**src/rtl/waw_pkg.sv**
```systemverilog
// Shared types and helpers for the WAW/RAW destination scoreboard.
// One waw_entry_t is kept per execution unit; rd_match applies the
// "integer x0 never matches" rule used for both RAW and WAW checks.
package waw_pkg;

    localparam int unsigned RD_W_DEF = 5;
    localparam int unsigned SRC_NUM  = 3;

    typedef struct packed {
        logic                valid;
        logic [RD_W_DEF-1:0] rd;
        logic                fp;
        logic                cleared;
    } waw_entry_t;

    // Register-address comparison against an entry; integer x0 is never a match,
    // FP f0 is an ordinary register.
    function automatic logic rd_match(
        input waw_entry_t          entry,
        input logic [RD_W_DEF-1:0] rd,
        input logic                fp
    );
        logic same_reg;
        logic int_x0;
        same_reg = (entry.rd == rd) && (entry.fp == fp);
        int_x0   = !fp && (rd == '0);
        return same_reg && !int_x0;
    endfunction

endpackage

```
**src/rtl/waw_entry_cmp.sv**
```systemverilog
// Hazard comparators for a single scoreboard entry: one RAW match bit per
// issuing source and a WAW match against the issuing destination. Only live
// entries (valid and not cleared) can match; the WAW check ignores the entry
// belonging to the unit being issued to.
module waw_entry_cmp
    import waw_pkg::*;
#(
    parameter int unsigned RD_W = RD_W_DEF
) (
    input  waw_entry_t               entry_i,
    input  logic                     self_i,
    input  logic [SRC_NUM*RD_W-1:0]  rs_i,
    input  logic [SRC_NUM-1:0]       rs_used_i,
    input  logic [SRC_NUM-1:0]       rs_fp_i,
    input  logic [RD_W-1:0]          rd_i,
    input  logic                     rd_fp_i,
    input  logic                     rd_we_i,
    output logic [SRC_NUM-1:0]       raw_o,
    output logic                     waw_o
);

    logic live;

    // Per-source RAW matches and the destination WAW match for this entry.
    always_comb begin
        live = entry_i.valid & ~entry_i.cleared;
        for (int unsigned s = 0; s < SRC_NUM; s++) begin
            raw_o[s] = live & rs_used_i[s] &
                       rd_match(entry_i, rs_i[s*RD_W +: RD_W], rs_fp_i[s]);
        end
        waw_o = live & rd_we_i & ~self_i & rd_match(entry_i, rd_i, rd_fp_i);
    end

endmodule

```
**src/rtl/waw_scoreboard.sv**
```systemverilog
// Destination scoreboard for the RV32IMF issue stage. One in-flight entry per
// execution unit (integer and FP files). RAW hazards stall issue; WAW hazards
// mark the older writer as cleared and pulse clear_unit one cycle after issue,
// and wb_kill suppresses the cleared unit's writeback. In debug mode a WAW
// stalls issue instead of clearing.
// Optional build macro: WAW_PERF_CNT_EN adds perf_clr, waw_clear_cnt and
// raw_stall_cnt (32-bit saturating event counters).
module waw_scoreboard
    import waw_pkg::*;
#(
    parameter int unsigned NUM_UNITS = 9,
    parameter int unsigned RD_W      = RD_W_DEF,
    parameter int unsigned UNIT_W    = $clog2(NUM_UNITS)
) (
    input  logic                     clk,
    input  logic                     reset_n,
    input  logic                     issue_valid,
    input  logic [UNIT_W-1:0]        issue_unit,
    input  logic [RD_W-1:0]          issue_rd,
    input  logic                     issue_rd_we,
    input  logic                     issue_rd_fp,
    input  logic [SRC_NUM*RD_W-1:0]  issue_rs,
    input  logic [SRC_NUM-1:0]       issue_rs_used,
    input  logic [SRC_NUM-1:0]       issue_rs_fp,
    output logic                     issue_ready,
    output logic                     raw_stall,
    input  logic [NUM_UNITS-1:0]     wb_valid,
    output logic [NUM_UNITS-1:0]     wb_kill,
    output logic [NUM_UNITS-1:0]     clear_unit,
    input  logic                     debug_on,
    input  logic                     flush,
    output logic [NUM_UNITS-1:0]     busy_map
`ifdef WAW_PERF_CNT_EN
    ,
    input  logic                     perf_clr,
    output logic [31:0]              waw_clear_cnt,
    output logic [31:0]              raw_stall_cnt
`endif
);

    waw_entry_t           entries_q [NUM_UNITS];
    waw_entry_t           entries_d [NUM_UNITS];
    logic [NUM_UNITS-1:0] clear_unit_q;
    logic [NUM_UNITS-1:0] clear_unit_d;

    logic [SRC_NUM-1:0]   raw_vec [NUM_UNITS];
    logic [NUM_UNITS-1:0] waw_vec;
    logic [NUM_UNITS-1:0] self_vec;
    logic [NUM_UNITS-1:0] valid_vec;
    logic [NUM_UNITS-1:0] cleared_vec;
    logic [NUM_UNITS-1:0] clr_set;

    logic raw_any;
    logic waw_hit;
    logic unit_ok;
    logic busy_sel;
    logic wb_sel;
    logic rd_is_x0;
    logic alloc;

    // Per-unit comparators and one-hot decode of the issuing unit.
    for (genvar g = 0; g < NUM_UNITS; g++) begin : g_cmp
        assign self_vec[g]    = (32'(issue_unit) == g);
        assign valid_vec[g]   = entries_q[g].valid;
        assign cleared_vec[g] = entries_q[g].cleared;

        waw_entry_cmp #(
            .RD_W (RD_W)
        ) u_cmp (
            .entry_i   (entries_q[g]),
            .self_i    (self_vec[g]),
            .rs_i      (issue_rs),
            .rs_used_i (issue_rs_used),
            .rs_fp_i   (issue_rs_fp),
            .rd_i      (issue_rd),
            .rd_fp_i   (issue_rd_fp),
            .rd_we_i   (issue_rd_we),
            .raw_o     (raw_vec[g]),
            .waw_o     (waw_vec[g])
        );
    end

    // Issue acceptance: RAW stall, target unit occupancy and debug-mode WAW hold.
    always_comb begin
        raw_any = 1'b0;
        for (int unsigned u = 0; u < NUM_UNITS; u++) begin
            raw_any = raw_any | (|raw_vec[u]);
        end
        waw_hit  = |waw_vec;
        // Out-of-range unit indices decode to no unit and are never accepted.
        unit_ok  = |self_vec;
        busy_sel = |(valid_vec & self_vec);
        wb_sel   = |(wb_valid & self_vec);
        rd_is_x0 = ~issue_rd_fp & (issue_rd == '0);

        issue_ready = issue_valid & unit_ok & ~flush & ~raw_any &
                      ~(busy_sel & ~wb_sel) & ~(debug_on & waw_hit);
        alloc       = issue_ready & issue_rd_we & ~rd_is_x0;
        // A unit writing back this cycle keeps its result instead of being cleared.
        clr_set     = (alloc & ~debug_on) ? (waw_vec & ~wb_valid) : '0;
    end

    // Next-state entries: free on writeback, mark WAW victims, then allocate.
    always_comb begin
        for (int unsigned u = 0; u < NUM_UNITS; u++) begin
            entries_d[u] = entries_q[u];
            if (wb_valid[u] && entries_q[u].valid) begin
                entries_d[u] = '0;
            end
            if (clr_set[u]) begin
                entries_d[u].cleared = 1'b1;
            end
            if (alloc && self_vec[u]) begin
                entries_d[u].valid   = 1'b1;
                entries_d[u].rd      = issue_rd;
                entries_d[u].fp      = issue_rd_fp;
                entries_d[u].cleared = 1'b0;
            end
            if (flush) begin
                entries_d[u] = '0;
            end
        end
        clear_unit_d = flush ? '0 : clr_set;
    end

    // Entry state and the registered clear pulse.
    always_ff @(posedge clk or negedge reset_n) begin
        if (!reset_n) begin
            for (int unsigned u = 0; u < NUM_UNITS; u++) begin
                entries_q[u] <= '0;
            end
            clear_unit_q <= '0;
        end else begin
            for (int unsigned u = 0; u < NUM_UNITS; u++) begin
                entries_q[u] <= entries_d[u];
            end
            clear_unit_q <= clear_unit_d;
        end
    end

    assign raw_stall  = raw_any;
    assign busy_map   = valid_vec;
    assign wb_kill    = valid_vec & cleared_vec;
    assign clear_unit = clear_unit_q;

`ifdef WAW_PERF_CNT_EN
    logic [31:0] waw_clear_cnt_q;
    logic [31:0] waw_clear_cnt_d;
    logic [31:0] raw_stall_cnt_q;
    logic [31:0] raw_stall_cnt_d;
    logic [31:0] clr_pop;
    logic [32:0] clr_sum;
    logic [32:0] raw_sum;

    // Saturating increments: clear pulses per cycle and stalled issue cycles.
    always_comb begin
        clr_pop = '0;
        for (int unsigned u = 0; u < NUM_UNITS; u++) begin
            clr_pop = clr_pop + 32'(clear_unit_q[u]);
        end
        clr_sum = {1'b0, waw_clear_cnt_q} + {1'b0, clr_pop};
        raw_sum = {1'b0, raw_stall_cnt_q} + 33'(issue_valid & raw_any);
        waw_clear_cnt_d = clr_sum[32] ? '1 : clr_sum[31:0];
        raw_stall_cnt_d = raw_sum[32] ? '1 : raw_sum[31:0];
        if (perf_clr) begin
            waw_clear_cnt_d = '0;
            raw_stall_cnt_d = '0;
        end
    end

    // Counter registers.
    always_ff @(posedge clk or negedge reset_n) begin
        if (!reset_n) begin
            waw_clear_cnt_q <= '0;
            raw_stall_cnt_q <= '0;
        end else begin
            waw_clear_cnt_q <= waw_clear_cnt_d;
            raw_stall_cnt_q <= raw_stall_cnt_d;
        end
    end

    assign waw_clear_cnt = waw_clear_cnt_q;
    assign raw_stall_cnt = raw_stall_cnt_q;
`endif

endmodule

```
**config.mk**
```make
export PLATFORM = sky130hd
export DESIGN_NAME = waw_scoreboard
export DESIGN_NICKNAME = d
export VERILOG_FILES = /design/src/rtl/waw_pkg.sv /design/src/rtl/waw_entry_cmp.sv /design/src/rtl/waw_scoreboard.sv
export SDC_FILE = /design/constraint.sdc
export NUM_CORES = 1
export LEC_CHECK = 0
export CAP_MARGIN = 25
export CORE_ASPECT_RATIO = 0.75
export CORE_MARGIN = 3
export CORE_UTILIZATION = 35
export CTS_CLUSTER_SIZE = 24
export DETAILED_ROUTE_END_ITERATION = 7
export PLACE_DENSITY = 0.62
export SETUP_SLACK_MARGIN = 0.4
export SLEW_MARGIN = 20
export SYNTH_ARGS = -nofsm -noshare
export SYNTH_HDL_FRONTEND = slang
export SYNTH_SLANG_ARGS = --single-unit
```
**constraint.sdc**
```tcl
create_clock -name clk -period 3.4 [get_ports clk]
set_clock_uncertainty 0.15 [all_clocks]
set_input_delay 0.68 -clock clk [delete_from_list [all_inputs] [get_ports clk]]
set_output_delay 0.68 -clock clk [all_outputs]
set_load 0.03 [all_outputs]
```
==> run summary, run 1 <==
Result of the run: finished, violations left
Violations in the final reports: negative setup slack
Distinct cells, synth: 60
Dominant cell type by area after synthesis: sky130_fd_sc_hd__dfrtp_1
Flip-flop cell with the highest count after synthesis: sky130_fd_sc_hd__dfrtp_1
Die span in y: 129 um
H-tree depth reported by CTS: 3
Worst skew pair latency: 0.35 ns
Clock-pin slew of the registers on the worst-case setup and hold paths: 0.06 ns
Count of inserted antenna diode cells: 0
Vias in the first global route: 6,300
Half-perimeter wire length after placement: 19,300 um
Full die area: 21,800 um2
P_leak: 4.70 nW
Routed via count divided by cell count: 5.34
Final design utilization: 53.7%
Worst hold slack: 0.215 ns
Post-Synthesis Cells: 766
Ordered cell list for the critical path: buf_6 > buf_8 > buf_12 > buf_12 > xnor2_2 > nand4_1 > o41ai_2 > o311a_1 > nor4_4 > buf_4 > clkinvlp_4 > nor2_4 > buf_6
Area share of fa/ha/maj cells after synthesis: 0%
Async set-or-reset flop fraction in the synthesized netlist: 100%
Wire length of the first global-routing pass: 38,800 um
Area growth from synthesis to final layout: 49.3%
Inserted Clock Buffers: 9
Die Wd: 169 um
Gp weighted congestion: 1.03
Share of synthesized area occupied by flip-flops and latches: 28.9%
Routed wire length: 26,800 um
Total grt overflow: 0
Number of nets in the layout: 1,020
Initial antenna violation count: 0
Highest attainable clock frequency: 0.285 GHz
Mux cell area share after synthesis: 8.44%
Number of setup violations in the final report: 2
Hold WC Path Type: input port to asynchronous set/reset pin
CTS Hold Buffers Added: 0
Detailed Route Iter0 Violations: 651
Required @ worst endpoint: 2.57 ns
Power per cell area: 248 nW/um2
Avg Inst Size Synth: 9.16 um2
Leading post-synthesis cells by cell area: sky130_fd_sc_hd__dfrtp_1 (29%), sky130_fd_sc_hd__xor2_1 (14%), sky130_fd_sc_hd__xnor2_1 (13%), sky130_fd_sc_hd__mux2i_1 (8.3%), sky130_fd_sc_hd__nand2_1 (4.2%)
Unrepaired setup endpoints after global routing: true
Max stage delay cell, worst path: sky130_fd_sc_hd__o311a_1
Largest net degree at the start of global routing: 47
Category of the worst setup path capture point: primary output
Area fraction in and, or, nand and nor cells after synthesis: 20.6%
Main combinational cell family by area after synthesis: XOR/XNOR gates
Net count after synthesis: 812
Delay of the slowest cell on the worst path: 0.39 ns
Headroom to the max-slew limit: 52.6%
Area of the mapped netlist: 7010 um2
Placed standard-cell area: 8910 um2
Starting density of the core: 36.0%
Most common cell after layout, fill and taps aside: sky130_fd_sc_hd__buf_4
Warnings, synthesis: 0
XOR/XNOR Fraction of Synth Area: 27.0%
Startpoint type of the worst setup path: input port
Number of top-level pins: 75
Count of max-cap constraint violations: 0
IR drop worst, VDD: 0.000183 V
Highest net fanout along the worst path: 4
Flip-flop and latch count after synthesis: 81
Post-placement worst setup slack: -0.910 ns
Arrival time of data at the critical path endpoint: 2.68 ns
Final-report max-slew violation count: 0
Count of nets left with antenna violations after detail routing: 0
Clock tree from TritonCTS: done
Number of buffers inserted by port buffering: 74
Drt wl/cell: 21.7 um
Post-route DRC violation count: 0
Setup TNS: -0.195 ns
Tightest Pin Transition: 0.711 ns
Layout Cell Area excl Fill: 10,500 um2
CORE AREA: 19,500 um2
Ratio of cells with drive above 1 in the final layout: 35.5%
Commonest cells after routing, fill and taps aside: sky130_fd_sc_hd__buf_4 (151), sky130_fd_sc_hd__xor2_1 (104), sky130_fd_sc_hd__xnor2_1 (97)
Number of rows created at floorplan: 44
Overall via count from detail_route: 6,575
Yosys top cell area share: 28.9%
Clock sink count: 81
Post-layout min period: 3.51 ns
Final setup slack of the worst path: -0.109 ns
Root cell of the clock tree: sky130_fd_sc_hd__clkbuf_16
Number of enable flip-flop cells after synthesis: 0
Compound-Gate Fraction of Synth Area: 5.00%
Endpoints failing hold: 0
Number of buffers and inverters on the critical path: 7
Clock tree buffer depth: 2
Path type of the worst setup path: input port to primary output
CP top delay family: buffers and inverters
Combined global-route utilization of all metal layers: 23.9%
Post-route fraction of the period consumed by the critical path: 103%
Router iterations before antenna repair: 6
-- flip-flops by register name (all words and copies together) (netlist names) --
name / cells
cleared_vec: 9
entries_q: 54
busy_map: 9
clear_unit: 9
-- power by group --
part	internal, mW	leakage (nW)	switching, mW
logic	0.316	3.43	0.319
clock network	0.568	0.139	0.413
registers	0.968	1.13	0.00867
total	1.85	4.70	0.740
-- stage by stage --
| step | power [mW] | std cells |
|---|---|---|
| after floorplan | 1.25 | 766 |
| after global routing | 2.68 | 1232 |
| after detailed placement | 1.51 | 1156 |
| after global placement | 1.51 | 1156 |
| final | 2.59 | 1232 |
| after CTS | 2.55 | 1212 |
-- cell usage after synthesis, types with 2 or more instances --
cell type                   count
sky130_fd_sc_hd__or2_2          3
sky130_fd_sc_hd__a21o_1         6
sky130_fd_sc_hd__and2_1        12
sky130_fd_sc_hd__and3_1         3
sky130_fd_sc_hd__a211oi_1       2
sky130_fd_sc_hd__clkbuf_2      27
sky130_fd_sc_hd__o2bb2ai_1      2
sky130_fd_sc_hd__o32ai_2        2
sky130_fd_sc_hd__nand3_1       15
sky130_fd_sc_hd__or4_1          5
sky130_fd_sc_hd__inv_1          5
sky130_fd_sc_hd__and4_4         3
sky130_fd_sc_hd__nor3b_1        2
sky130_fd_sc_hd__nor2_1        18
sky130_fd_sc_hd__nand4_1       27
sky130_fd_sc_hd__nor3_1        19
sky130_fd_sc_hd__nor4_1        30
sky130_fd_sc_hd__a31oi_1        3
sky130_fd_sc_hd__clkbuf_1       6
sky130_fd_sc_hd__nand4_4        3
sky130_fd_sc_hd__xnor2_1      105
sky130_fd_sc_hd__buf_6          8
sky130_fd_sc_hd__buf_2         27
sky130_fd_sc_hd__nand2b_1      10
sky130_fd_sc_hd__buf_4         30
sky130_fd_sc_hd__o21ai_1        2
sky130_fd_sc_hd__mux2i_1       58
sky130_fd_sc_hd__nor2b_1        5
sky130_fd_sc_hd__buf_12         3
sky130_fd_sc_hd__nand3b_1       5
sky130_fd_sc_hd__a21oi_1       12
sky130_fd_sc_hd__dfrtp_1       81
sky130_fd_sc_hd__and4_1         4
sky130_fd_sc_hd__clkinv_1       6
sky130_fd_sc_hd__o31ai_1        2
sky130_fd_sc_hd__o41ai_1        2
sky130_fd_sc_hd__o21ai_0        2
sky130_fd_sc_hd__xor2_1       111
sky130_fd_sc_hd__nand2_1       79
-- kinds of logic after synthesis --
family                    count (synthesis)
and+or+nand+nor                         252
xor gates and xnor gates                216
buffers and inverters                   112
DFF                                      81
muxes                                    59
AOI/OAI and AO/OA                        46
-- metal layers --
| layer | vias to the layer above | wire, um | GRT usage (%) |
|---|---|---|---|
| met3 | 86 | 2510 | 5.90 |
| met1 | 3204 | 11700 | 33.9 |
| met5 | - | 0 | 0 |
| met4 | 0 | 1150 | 9.47 |
| li1 | 2968 | - | - |
| met2 | 317 | 11400 | 34.7 |
-- repair_timing --
action                                  CTS  global route
setup buffers                            37            19
resized for setup                       139            95
gates cloned                              3             1
endpoints found under the hold margin     0             0
pin swaps                                54            48
endpoints found under the setup margin   83            79
-- cell type report --
| type | count | area, um2 |
|---|---|---|
| fillers | 1714 | 9020 |
| multi-input cells | 573 | 4810 |
| repair buffers | 298 | 2980 |
| flip-flops and latches | 81 | 2030 |
| well taps | 253 | 317 |
| clock buffers | 11 | 233 |
| clock inverters | 5 | 56.3 |
| inverters | 11 | 45.0 |
-- worst paths after layout --
check	cells past startpoint	slack, ns	from	to
min in group clk	2	0.41	cleared_vec[4]	cleared_vec[4]
max in group asynchronous	2	2.25	reset_n	entries_q[12]
worst max register to register	15	0.31	entries_q[70]	cleared_vec[3]
worst min-delay path	1	0.22	reset_n	entries_q[33]
worst min register to register	2	0.41	cleared_vec[4]	cleared_vec[4]
worst max-delay path	13	-0.11	issue_rs[5]	issue_ready
(Power assumes the default switching activity.)
==> inputs of run 2 (changes only) <==
==> constraint.sdc (replaced) <==
create_clock -name clk -period 3.4 [get_ports clk]
set_clock_uncertainty 0.15 [all_clocks]
set_input_delay 1.02 -clock clk [delete_from_list [all_inputs] [get_ports clk]]
set_output_delay 1.02 -clock clk [all_outputs]
set_load 0.03 [all_outputs]
==> run 2 against run 1 <==
The flow still finishes with violations (negative setup slack). Sequential cell count stayed put. Via count rose by 2.6%. Hold slack better by 0.24 ns. Core utilization grew 1.4 points. Clock-buffer cell count decreased by 1. Critical endpoint unchanged.
==> run summary, run 2 (same netlist as run 1, synthesis figures left out) <==
Placed standard-cell area: 9280 um2 (was 8910 um2)
Path type of the worst setup path: input port to primary output (unchanged)
Half-perimeter wire length after placement: 19,200 um (was 19,300 um)
Ordered cell list for the critical path: buf_4 > buf_6 > buf_4 > xnor2_1 > nand3_1 > nor4_2 > a211oi_2 > a21boi_2 > nor4_4 > buf_4 > clkinvlp_4 > nor2_4 > buf_6 (was buf_6 > buf_8 > buf_12 > buf_12 > xnor2_2 > nand4_1 > o41ai_2 > o311a_1 > nor4_4 > buf_4 > clkinvlp_4 > nor2_4 > buf_6)
Gp weighted congestion: 0.957 (was 1.03)
Post-route fraction of the period consumed by the critical path: 122% (was 103%)
Wire length of the first global-routing pass: 40,600 um (was 38,800 um)
Max stage delay cell, worst path: sky130_fd_sc_hd__nor4_4 (was sky130_fd_sc_hd__o311a_1)
Power per cell area: 249 nW/um2 (was 248 nW/um2)
Number of rows created at floorplan: 44 (unchanged)
Final design utilization: 55.1% (was 53.7%)
Combined global-route utilization of all metal layers: 24.4% (was 23.9%)
Clock sink count: 81 (unchanged)
FILL cells: 1,695 (was 1,714)
Max reg flops: 54 (unchanged)
IR drop worst, VDD: 0.000198 V (was 0.000183 V)
HP Start: busy_map[2]
Drt wl/cell: 21.0 um (was 21.7 um)
Arrival time of data at the critical path endpoint: 2.98 ns (was 2.68 ns)
Tightest Pin Transition: 0.715 ns (was 0.711 ns)
H-tree depth reported by CTS: 3 (unchanged)
Number of setup violations in the final report: 17 (was 2)
Count of inserted antenna diode cells: 0 (unchanged)
Category of the worst setup path capture point: primary output (unchanged)
CORE AREA: 19,500 um2 (unchanged)
CTS Hold Buffers Added: 0 (unchanged)
Most common cell after layout, fill and taps aside: sky130_fd_sc_hd__buf_4 (unchanged)
Total grt overflow: 0 (unchanged)
Result of the run: finished, violations left (unchanged)
Commonest cells after routing, fill and taps aside: sky130_fd_sc_hd__buf_4 (203), sky130_fd_sc_hd__xor2_1 (96), sky130_fd_sc_hd__xnor2_1 (91) (was sky130_fd_sc_hd__buf_4 (151), sky130_fd_sc_hd__xor2_1 (104), sky130_fd_sc_hd__xnor2_1 (97))
Starting density of the core: 36.0% (unchanged)
Die span in y: 129 um (unchanged)
Register-to-Register Setup Slack: 0.24 ns (was 0.31 ns)
Cell count of the worst hold path: 3
Clock-pin slew of the registers on the worst-case setup and hold paths: 0.06 ns (about the same)
Worst Hold Endpoint: busy_map[2]
P_leak: 4.91 nW (was 4.70 nW)
Count of nets left with antenna violations after detail routing: 0 (unchanged)
Vias in the first global route: 6,773 (was 6,300)
Overall via count from detail_route: 6,744 (was 6,575)
Full die area: 21,800 um2 (unchanged)
Endpoints failing hold: 0 (unchanged)
Worst skew pair latency: 0.35 ns (about the same)
Delay of the slowest cell on the worst path: 0.35 ns (was 0.39 ns)
Required @ worst endpoint: 2.23 ns (was 2.57 ns)
Worst hold slack: 0.455 ns (was 0.215 ns)
Final-report max-slew violation count: 0 (unchanged)
Initial antenna violation count: 0 (unchanged)
Routed wire length: 26,700 um (was 26,800 um)
Startpoint type of the worst setup path: input port (unchanged)
Routed via count divided by cell count: 5.31 (was 5.34)
Clock tree from TritonCTS: done (unchanged)
Largest net degree at the start of global routing: 47 (unchanged)
Highest net fanout along the worst path: 6 (was 4)
Most flops, register: entries_q (unchanged)
Hold WC Path Type: flop to flop (was input port to asynchronous set/reset pin)
Number of buffers inserted by port buffering: 74 (unchanged)
Area growth from synthesis to final layout: 53.2% (was 49.3%)
Worst R2R End: entries_q[25] (was cleared_vec[3])
Count of max-cap constraint violations: 0 (unchanged)
Post-layout min period: 4.15 ns (was 3.51 ns)
Final setup slack of the worst path: -0.748 ns (was -0.109 ns)
Number of nets in the layout: 1,060 (was 1,020)
Ratio of cells with drive above 1 in the final layout: 39.0% (was 35.5%)
Post-route DRC violation count: 0 (unchanged)
Unrepaired setup endpoints after global routing: true (unchanged)
Violations in the final reports: negative setup slack (unchanged)
Highest attainable clock frequency: 0.241 GHz (was 0.285 GHz)
Layout Cell Area excl Fill: 10,700 um2 (was 10,500 um2)
Clock tree buffer depth: 2 (unchanged)
Router iterations before antenna repair: 5 (was 6)
Worst Reg-to-Reg Cells: 11 (was 15)
Origin of the critical flop-to-flop path: busy_map[0] (was entries_q[70])
Die Wd: 169 um (unchanged)
Detailed Route Iter0 Violations: 787 (was 651)
Root cell of the clock tree: sky130_fd_sc_hd__clkbuf_16 (unchanged)
Number of top-level pins: 75 (unchanged)
Headroom to the max-slew limit: 52.4% (was 52.6%)
Dominant cell type by count on the critical path: sky130_fd_sc_hd__buf_4
Inserted Clock Buffers: 9 (unchanged)
run 2: cell count changes in the layout (fill, tap and decap cells not counted), moves of 5 or more:
cell,delta
sky130_fd_sc_hd__buf_12,-10
sky130_fd_sc_hd__buf_4,+52
sky130_fd_sc_hd__clkbuf_2,-6
sky130_fd_sc_hd__nor3_1,+5
sky130_fd_sc_hd__nor4_1,-6
sky130_fd_sc_hd__nor4_2,+7
sky130_fd_sc_hd__xnor2_1,-6
sky130_fd_sc_hd__xnor2_2,+8
sky130_fd_sc_hd__xor2_1,-8
sky130_fd_sc_hd__xor2_2,+8
run 2: cell type report:
cell class,instances,area [um2],share of cell area [%]
clock buffers,10,229,2.13
clock inverters,5,81.3,0.757
inverters,11,50.0,0.466
multi-input cells,573,4820,44.9
flip-flops and latches,81,2030,18.9
well taps,253,317,2.95
repair buffers,338,3220,30.0
run 2: worst max path at each step:
stage / start / end / slack (ns) / cells after the start
5_1_grt: issue_rs_fp[0] / issue_ready / -0.81 / 13
6_report: issue_rs_fp[0] / issue_ready / -0.75 / 13
3_3_place_gp: issue_rs[9] / raw_stall / -1.56 / 11
2_1_floorplan: issue_rs[9] / issue_ready / -0.57 / 10
4_1_cts: issue_rs[8] / issue_ready / -0.70 / 12
3_5_place_dp: issue_rs[12] / raw_stall / -1.56 / 12
run 2: metrics by stage:
stage,TNS (ns),total power [mW],setup slack (ns),cells
floorplan,-0.908,1.26,-0.572,766
global placement,-55.73,1.50,-1.56,1208
detailed placement,-56.69,1.50,-1.56,1208
CTS,-1.37,2.64,-0.697,1257
global route,-3.38,2.76,-0.807,1271
finish,-1.70,2.68,-0.748,1271
run 2: worst max-delay path, delay by kind of cell:
family          cells  cell delay (ns)
compound gates      2             0.42
xor+xnor            1             0.13
buf+inv             6             0.82
simple gates        4             0.59
run 2: routing by layer:
| metal | vias to the layer above | GRT usage (%) | routed length (um) |
|---|---|---|---|
| met5 | - | 0 | 0 |
| met4 | 0 | 5.67 | 482 |
| met3 | 56 | 6.30 | 2730 |
| met2 | 367 | 36.9 | 11900 |
| met1 | 3269 | 35.0 | 11600 |
| li1 | 3052 | - | - |
run 2: repair_timing:
item / in CTS / in global routing
gates resized for setup: 205 / 47
gates cloned: 7 / 0
endpoints found under the setup margin: 83 / 83
pin swaps: 68 / 35
buffers inserted: 27 / 14
run 2: power by group:
part	switching, mW	internal [mW]	total, mW
clock	0.422	0.640	1.06
sequential	0.00789	0.968	0.976
combinational	0.320	0.321	0.641
total	0.749	1.93	2.68
